`config.mk`:
```
export PLATFORM = sky130hd
export DESIGN_NAME = tap_controller
export DESIGN_NICKNAME = d
export VERILOG_FILES = /design/src/rtl/tap_pkg.sv /design/src/rtl/tap_clk_gate.sv /design/src/rtl/tap_controller.sv
export SDC_FILE = /design/constraint.sdc
export NUM_CORES = 1
export LEC_CHECK = 0
export CORE_MARGIN = 3
export CORE_UTILIZATION = 39
export DETAILED_ROUTE_END_ITERATION = 12
export PLACE_DENSITY = 0.71
export SKIP_LAST_GASP = 1
export SYNTH_ARGS = -nofsm -noshare
export SYNTH_HDL_FRONTEND = slang
export SYNTH_HIERARCHICAL = 1
export SYNTH_SLANG_ARGS = --single-unit
```
`constraint.sdc`:
```
create_clock -name tck -period 1.3 [get_ports tck]
set_clock_uncertainty 0.1 [all_clocks]
set_input_delay 0.26 -clock tck [delete_from_list [all_inputs] [get_ports tck]]
set_output_delay 0.26 -clock tck [all_outputs]
set_load 0.02 [all_outputs]
```
`src/rtl/tap_pkg.sv`:
```
// Shared TAP definitions: fixed IEEE 1149.1 state encoding, registered output bundle
// and the next-state function used by the controller.
package tap_pkg;

  localparam int TAP_STATE_W     = 4;
  localparam int TLR_ENTRY_COUNT = 5;  // consecutive tms=1 edges that reach TLR from anywhere

  typedef enum logic [TAP_STATE_W-1:0] {
    EX2_DR   = 4'h0,
    EX1_DR   = 4'h1,
    SH_DR    = 4'h2,
    PAUSE_DR = 4'h3,
    SEL_IR   = 4'h4,
    UPD_DR   = 4'h5,
    CAP_DR   = 4'h6,
    SEL_DR   = 4'h7,
    EX2_IR   = 4'h8,
    EX1_IR   = 4'h9,
    SH_IR    = 4'hA,
    PAUSE_IR = 4'hB,
    RTI      = 4'hC,
    UPD_IR   = 4'hD,
    CAP_IR   = 4'hE,
    TLR      = 4'hF
  } tap_state_e;

  typedef struct packed {
    logic tlr_n;
    logic capture_ir;
    logic shift_ir;
    logic update_ir;
    logic capture_dr;
    logic shift_dr;
    logic update_dr;
    logic select;
    logic tdo_enable;
    logic run_test_idle;
  } tap_out_t;

  function automatic tap_state_e tap_next(input tap_state_e s, input logic tms);
    tap_state_e n;
    n = TLR;
    case (s)
      TLR:      n = tms ? TLR    : RTI;
      RTI:      n = tms ? SEL_DR : RTI;
      SEL_DR:   n = tms ? SEL_IR : CAP_DR;
      CAP_DR:   n = tms ? EX1_DR : SH_DR;
      SH_DR:    n = tms ? EX1_DR : SH_DR;
      EX1_DR:   n = tms ? UPD_DR : PAUSE_DR;
      PAUSE_DR: n = tms ? EX2_DR : PAUSE_DR;
      EX2_DR:   n = tms ? UPD_DR : SH_DR;
      UPD_DR:   n = tms ? SEL_DR : RTI;
      SEL_IR:   n = tms ? TLR    : CAP_IR;
      CAP_IR:   n = tms ? EX1_IR : SH_IR;
      SH_IR:    n = tms ? EX1_IR : SH_IR;
      EX1_IR:   n = tms ? UPD_IR : PAUSE_IR;
      PAUSE_IR: n = tms ? EX2_IR : PAUSE_IR;
      EX2_IR:   n = tms ? UPD_IR : SH_IR;
      UPD_IR:   n = tms ? SEL_DR : RTI;
      default:  n = TLR;
    endcase
    return n;
  endfunction

endpackage

```
`src/rtl/tap_clk_gate.sv`:
```
// Glitch-free clock gate: enable captured on falling tck, ANDed with tck.
// With GATED_CLK=0 the output is tck itself.
module tap_clk_gate #(
  parameter bit GATED_CLK = 1'b1
) (
  input  logic tck,
  input  logic tl_reset,
  input  logic en,
  output logic gclk
);

  generate
    if (GATED_CLK) begin : g_gate
      logic en_reg;

      // Enable only moves while tck is low, so the AND cannot chop a high phase.
      always_ff @(negedge tck or negedge tl_reset) begin
        if (!tl_reset) en_reg <= 1'b0;
        else           en_reg <= en;
      end

      assign gclk = tck & en_reg;
    end else begin : g_pass
      assign gclk = tck;
    end
  endgenerate

endmodule

```
`src/rtl/tap_controller.sv`:
```
// IEEE 1149.1 TAP controller with falling-edge registered strobes and gated IR/DR clocks.
// Optional debug port tap_state is added when TAP_STATE_OUT_EN is defined.
module tap_controller
  import tap_pkg::*;
#(
  parameter bit GATED_CLK = 1'b1
) (
  input  logic tck,
  input  logic tl_reset,
  input  logic tms,
  output logic tlr_n,
  output logic capture_ir,
  output logic shift_ir,
  output logic update_ir,
  output logic capture_dr,
  output logic shift_dr,
  output logic update_dr,
  output logic tck_ir,
  output logic tck_dr,
  output logic select,
  output logic tdo_enable,
  output logic run_test_idle
`ifdef TAP_STATE_OUT_EN
  ,
  output logic [TAP_STATE_W-1:0] tap_state
`endif
);

  tap_state_e state_reg;
  tap_state_e state_next;
  tap_out_t   out_next;
  tap_out_t   out_reg;
  logic [1:0] gate_en_next;  // [0] IR, [1] DR
  logic [1:0] gated_tck;

  always_ff @(posedge tck or negedge tl_reset) begin
    if (!tl_reset) state_reg <= TLR;
    else           state_reg <= state_next;
  end

  always_comb begin
    state_next = tap_next(state_reg, tms);
  end

  always_comb begin
    out_next      = '0;
    gate_en_next  = '0;
    out_next.tlr_n         = (state_reg != TLR);
    out_next.run_test_idle = (state_reg == RTI);
    out_next.select        = (state_reg inside {SEL_IR, CAP_IR, SH_IR, EX1_IR,
                                                PAUSE_IR, EX2_IR, UPD_IR});
    case (state_reg)
      CAP_IR: begin
        out_next.capture_ir = 1'b1;
        gate_en_next[0]     = 1'b1;
      end
      SH_IR: begin
        out_next.shift_ir   = 1'b1;
        out_next.tdo_enable = 1'b1;
        gate_en_next[0]     = 1'b1;
      end
      UPD_IR: out_next.update_ir = 1'b1;
      CAP_DR: begin
        out_next.capture_dr = 1'b1;
        gate_en_next[1]     = 1'b1;
      end
      SH_DR: begin
        out_next.shift_dr   = 1'b1;
        out_next.tdo_enable = 1'b1;
        gate_en_next[1]     = 1'b1;
      end
      UPD_DR: out_next.update_dr = 1'b1;
      default: ;
    endcase
  end

  // Falling-edge outputs stay stable across the rising edge that consumes them;
  // the async clear also truncates an update pulse without creating a new edge.
  always_ff @(negedge tck or negedge tl_reset) begin
    if (!tl_reset) out_reg <= '0;
    else           out_reg <= out_next;
  end

  assign tlr_n         = out_reg.tlr_n;
  assign capture_ir    = out_reg.capture_ir;
  assign shift_ir      = out_reg.shift_ir;
  assign update_ir     = out_reg.update_ir;
  assign capture_dr    = out_reg.capture_dr;
  assign shift_dr      = out_reg.shift_dr;
  assign update_dr     = out_reg.update_dr;
  assign select        = out_reg.select;
  assign tdo_enable    = out_reg.tdo_enable;
  assign run_test_idle = out_reg.run_test_idle;

  generate
    for (genvar gi = 0; gi < 2; gi++) begin : g_clk_gate
      tap_clk_gate #(
        .GATED_CLK (GATED_CLK)
      ) u_gate (
        .tck      (tck),
        .tl_reset (tl_reset),
        .en       (gate_en_next[gi]),
        .gclk     (gated_tck[gi])
      );
    end
  endgenerate

  assign tck_ir = gated_tck[0];
  assign tck_dr = gated_tck[1];

`ifdef TAP_STATE_OUT_EN
  assign tap_state = state_reg;
`endif

endmodule

```
==> results.md <==
- Run status: complete, but fails checks
- Failing checks: setup timing
- Syn nets: 60
- Yosys warns: 6
- Required @ worst endpoint: 0.94 ns
- Peak VDD IR: 1320 uV
- Reg2Reg Depth: 3
- Core Rows: 14
- Crit Path Max Fanout: 1
- Area leader, netlist: dfrtn_1
- PnR worst setup slack: -0.749 ns
- Port Buf Inserts: 14
- Setup Crit Path Kind: flip-flop to primary output
- Largest net degree at the start of global routing: 17
- Final Setup Violations: 28
- DRT met1 WL: 627 microns
- # diodes: 0
- Worst path arrival time: around 1.7 ns
- CORE AREA: ~1500 sq um
- WL met2: ~860 microns
- Synth area leaders: dfrtn_1, dfstp_2, buf_6, nor2_1, nor3_1
- DR iter-0 viols: 11
- Routed WL per cell: 14.3 microns
- Die Area: roughly 2200 sq um
- FF+latch area: a little over 400 sq um
- Placed cell area: approximately 900 sq um
- Final TNS setup: -14.13 ns
- Post-DR vias/cell: 5.18
- RSZ-0062 raised after global routing: true
- Met3 routed WL: between 100 and 150 microns
- P_leak: approximately 0.57 nW
- DP HPWL: 885 microns
- Synth cell types: 23
- Synth top area share: between 40 and 50%
- Post-Syn Area: about 650 sq um
- Finished Cell Area: ~1200 sq um
- CTS Hold Bufs: 0
- Reg clk slew, reported paths: approximately 0.09 ns
- Placer Congestion: ~0.77
- Place WS: -0.776 ns
- Starting Density: between 40% and 50%
- Antenna Violating Nets Remaining: 0
- CP Launch Point: g_clk_gate[1].u_gate/g_gate.en_reg
- Worst slew pin tran: approximately 0.18 ns
- CP endpoint kind: primary output
- Critical path startpoint category: flip-flop
- DRC: 0
- RR Startpoint: state_reg[2]
- Largest register FFs: 4
- Final Net Count: between 100 and 150
- CTS tree: done
- Number of global-route vias before repair: a little under 600
- Rel. slew slack: 88.0%
- Final Max Slew Viols: 0
- Share of post-route cells with drive strength above 1: between 60% and 70%
- Max_cap viols: 0
- WHS: between 0.2 and 0.3 ns
- Power density cells: around 2700 nW/um^2
- Register area share after synthesis: about 62%
- Total Power: roughly 0.0031 W
- Routed vias: 591
- Fillers: 91
- Initial antenna violation count: 0
- Max Used Layer: met4
- Yosys reg bits: 16
- Synth Instances: 57
- Die width: 46.9 microns
- Drt first pass iters: 5
- Die H: ~47 microns
- Total GRT Usage: around 17%
- First-pass GRT wire length: between 2 and 2.5 mm
- HP Class: primary input to async pin
- Syn-to-layout area delta: 78.9%
- Post-Route WL: 1.63 mm
- Syn_area_per_cell: 11.4 sq um
- Area of the multi-input gates: 268 sq um
- Final hold violation count: 0
- Later-pin clock latency in the skew report: 0.40 ns
- Commonest cells after routing, fill and taps aside: buf_6, dfrtn_1, buf_4
- Ports: 15
- Commonest non-fill, non-tap cell in the layout: buf_6
- Congestion Overflow GR: 0
-- critical path: stages (launching register included) --
cell and delay (ns):
dfrtn_1 0.39, and2_4 0.13, buf_6 0.10
-- cell type report --
class	instances	area share, %
Multi-Input combinational cell	32	23.0
Tap cell	16	1.72
Timing Repair Buffer	36	32.1
Sequential cell	16	34.8
Inverter	4	1.72
Clock buffer	10	6.76
-- path summary, 6_finish.rpt --
kind / to / slack, ns
min in group tck: state_reg[2] / 0.41
hold reg to reg: state_reg[2] / 0.66
setup reg to reg: select / -0.59
setup / recovery: tck_dr / -0.75
hold / removal: state_reg[0] / 0.26
max in group asynchronous: select / 0.34
-- synth_stat cells --
| cell type | n |
|---|---|
| o21ai_0 | 3 |
| a21oi_1 | 2 |
| dfrtn_1 | 12 |
| nand2_1 | 4 |
| nor3_1 | 3 |
| a21o_1 | 1 |
| dfstp_2 | 4 |
| a211oi_1 | 1 |
| nor2b_1 | 1 |
| a22o_1 | 1 |
| inv_1 | 4 |
| and2_1 | 2 |
| nand2_4 | 1 |
| buf_4 | 1 |
| nor2_1 | 7 |
| or2b_1 | 1 |
| or3b_1 | 1 |
| nand2b_2 | 1 |
| a41oi_1 | 1 |
| buf_2 | 1 |
| nand4_1 | 1 |
| buf_6 | 3 |
| a221o_1 | 1 |
-- timing repair --
action                                  CTS  global route
pin swaps                                 8             3
resized for setup                        94            13
buffers inserted                          7             3
endpoints found under the setup margin   29            29
endpoints found under the hold margin     0             0
-- report_power, final --
part | internal (W) | leakage [nW] | switching (W) | total, W
clock network | 0.000311 | 0.0545 | 0.000244 | 0.000556
registers | 0.000722 | 0.200 | 0.000138 | 0.000859
logic | 0.000952 | 0.317 | 0.000757 | 0.00171
-- metal layers --
layer,vias to the layer above,global-route usage [%]
met4,0,18.2
li1,265,-
met5,-,0
met3,6,8.43
met1,297,15.7
met2,23,27.1
-- logic make-up after synthesis --
group / Yosys count / share of synthesized area, %
AOI/OAI and AO/OA: 10 / 10.4
and+or+nand+nor: 22 / 18.0
DFF: 16 / 62.2
buffers and inverters: 9 / 9.40
-- through the flow --
step                      cells  utilization [%]
final                       114             75.6
after detailed placement     97             58.6
after floorplan              57                -
after global placement       97             58.6
after global routing        114             75.6
after CTS                   112             71.8
Note: power is estimated with default switching activity, not from simulation.
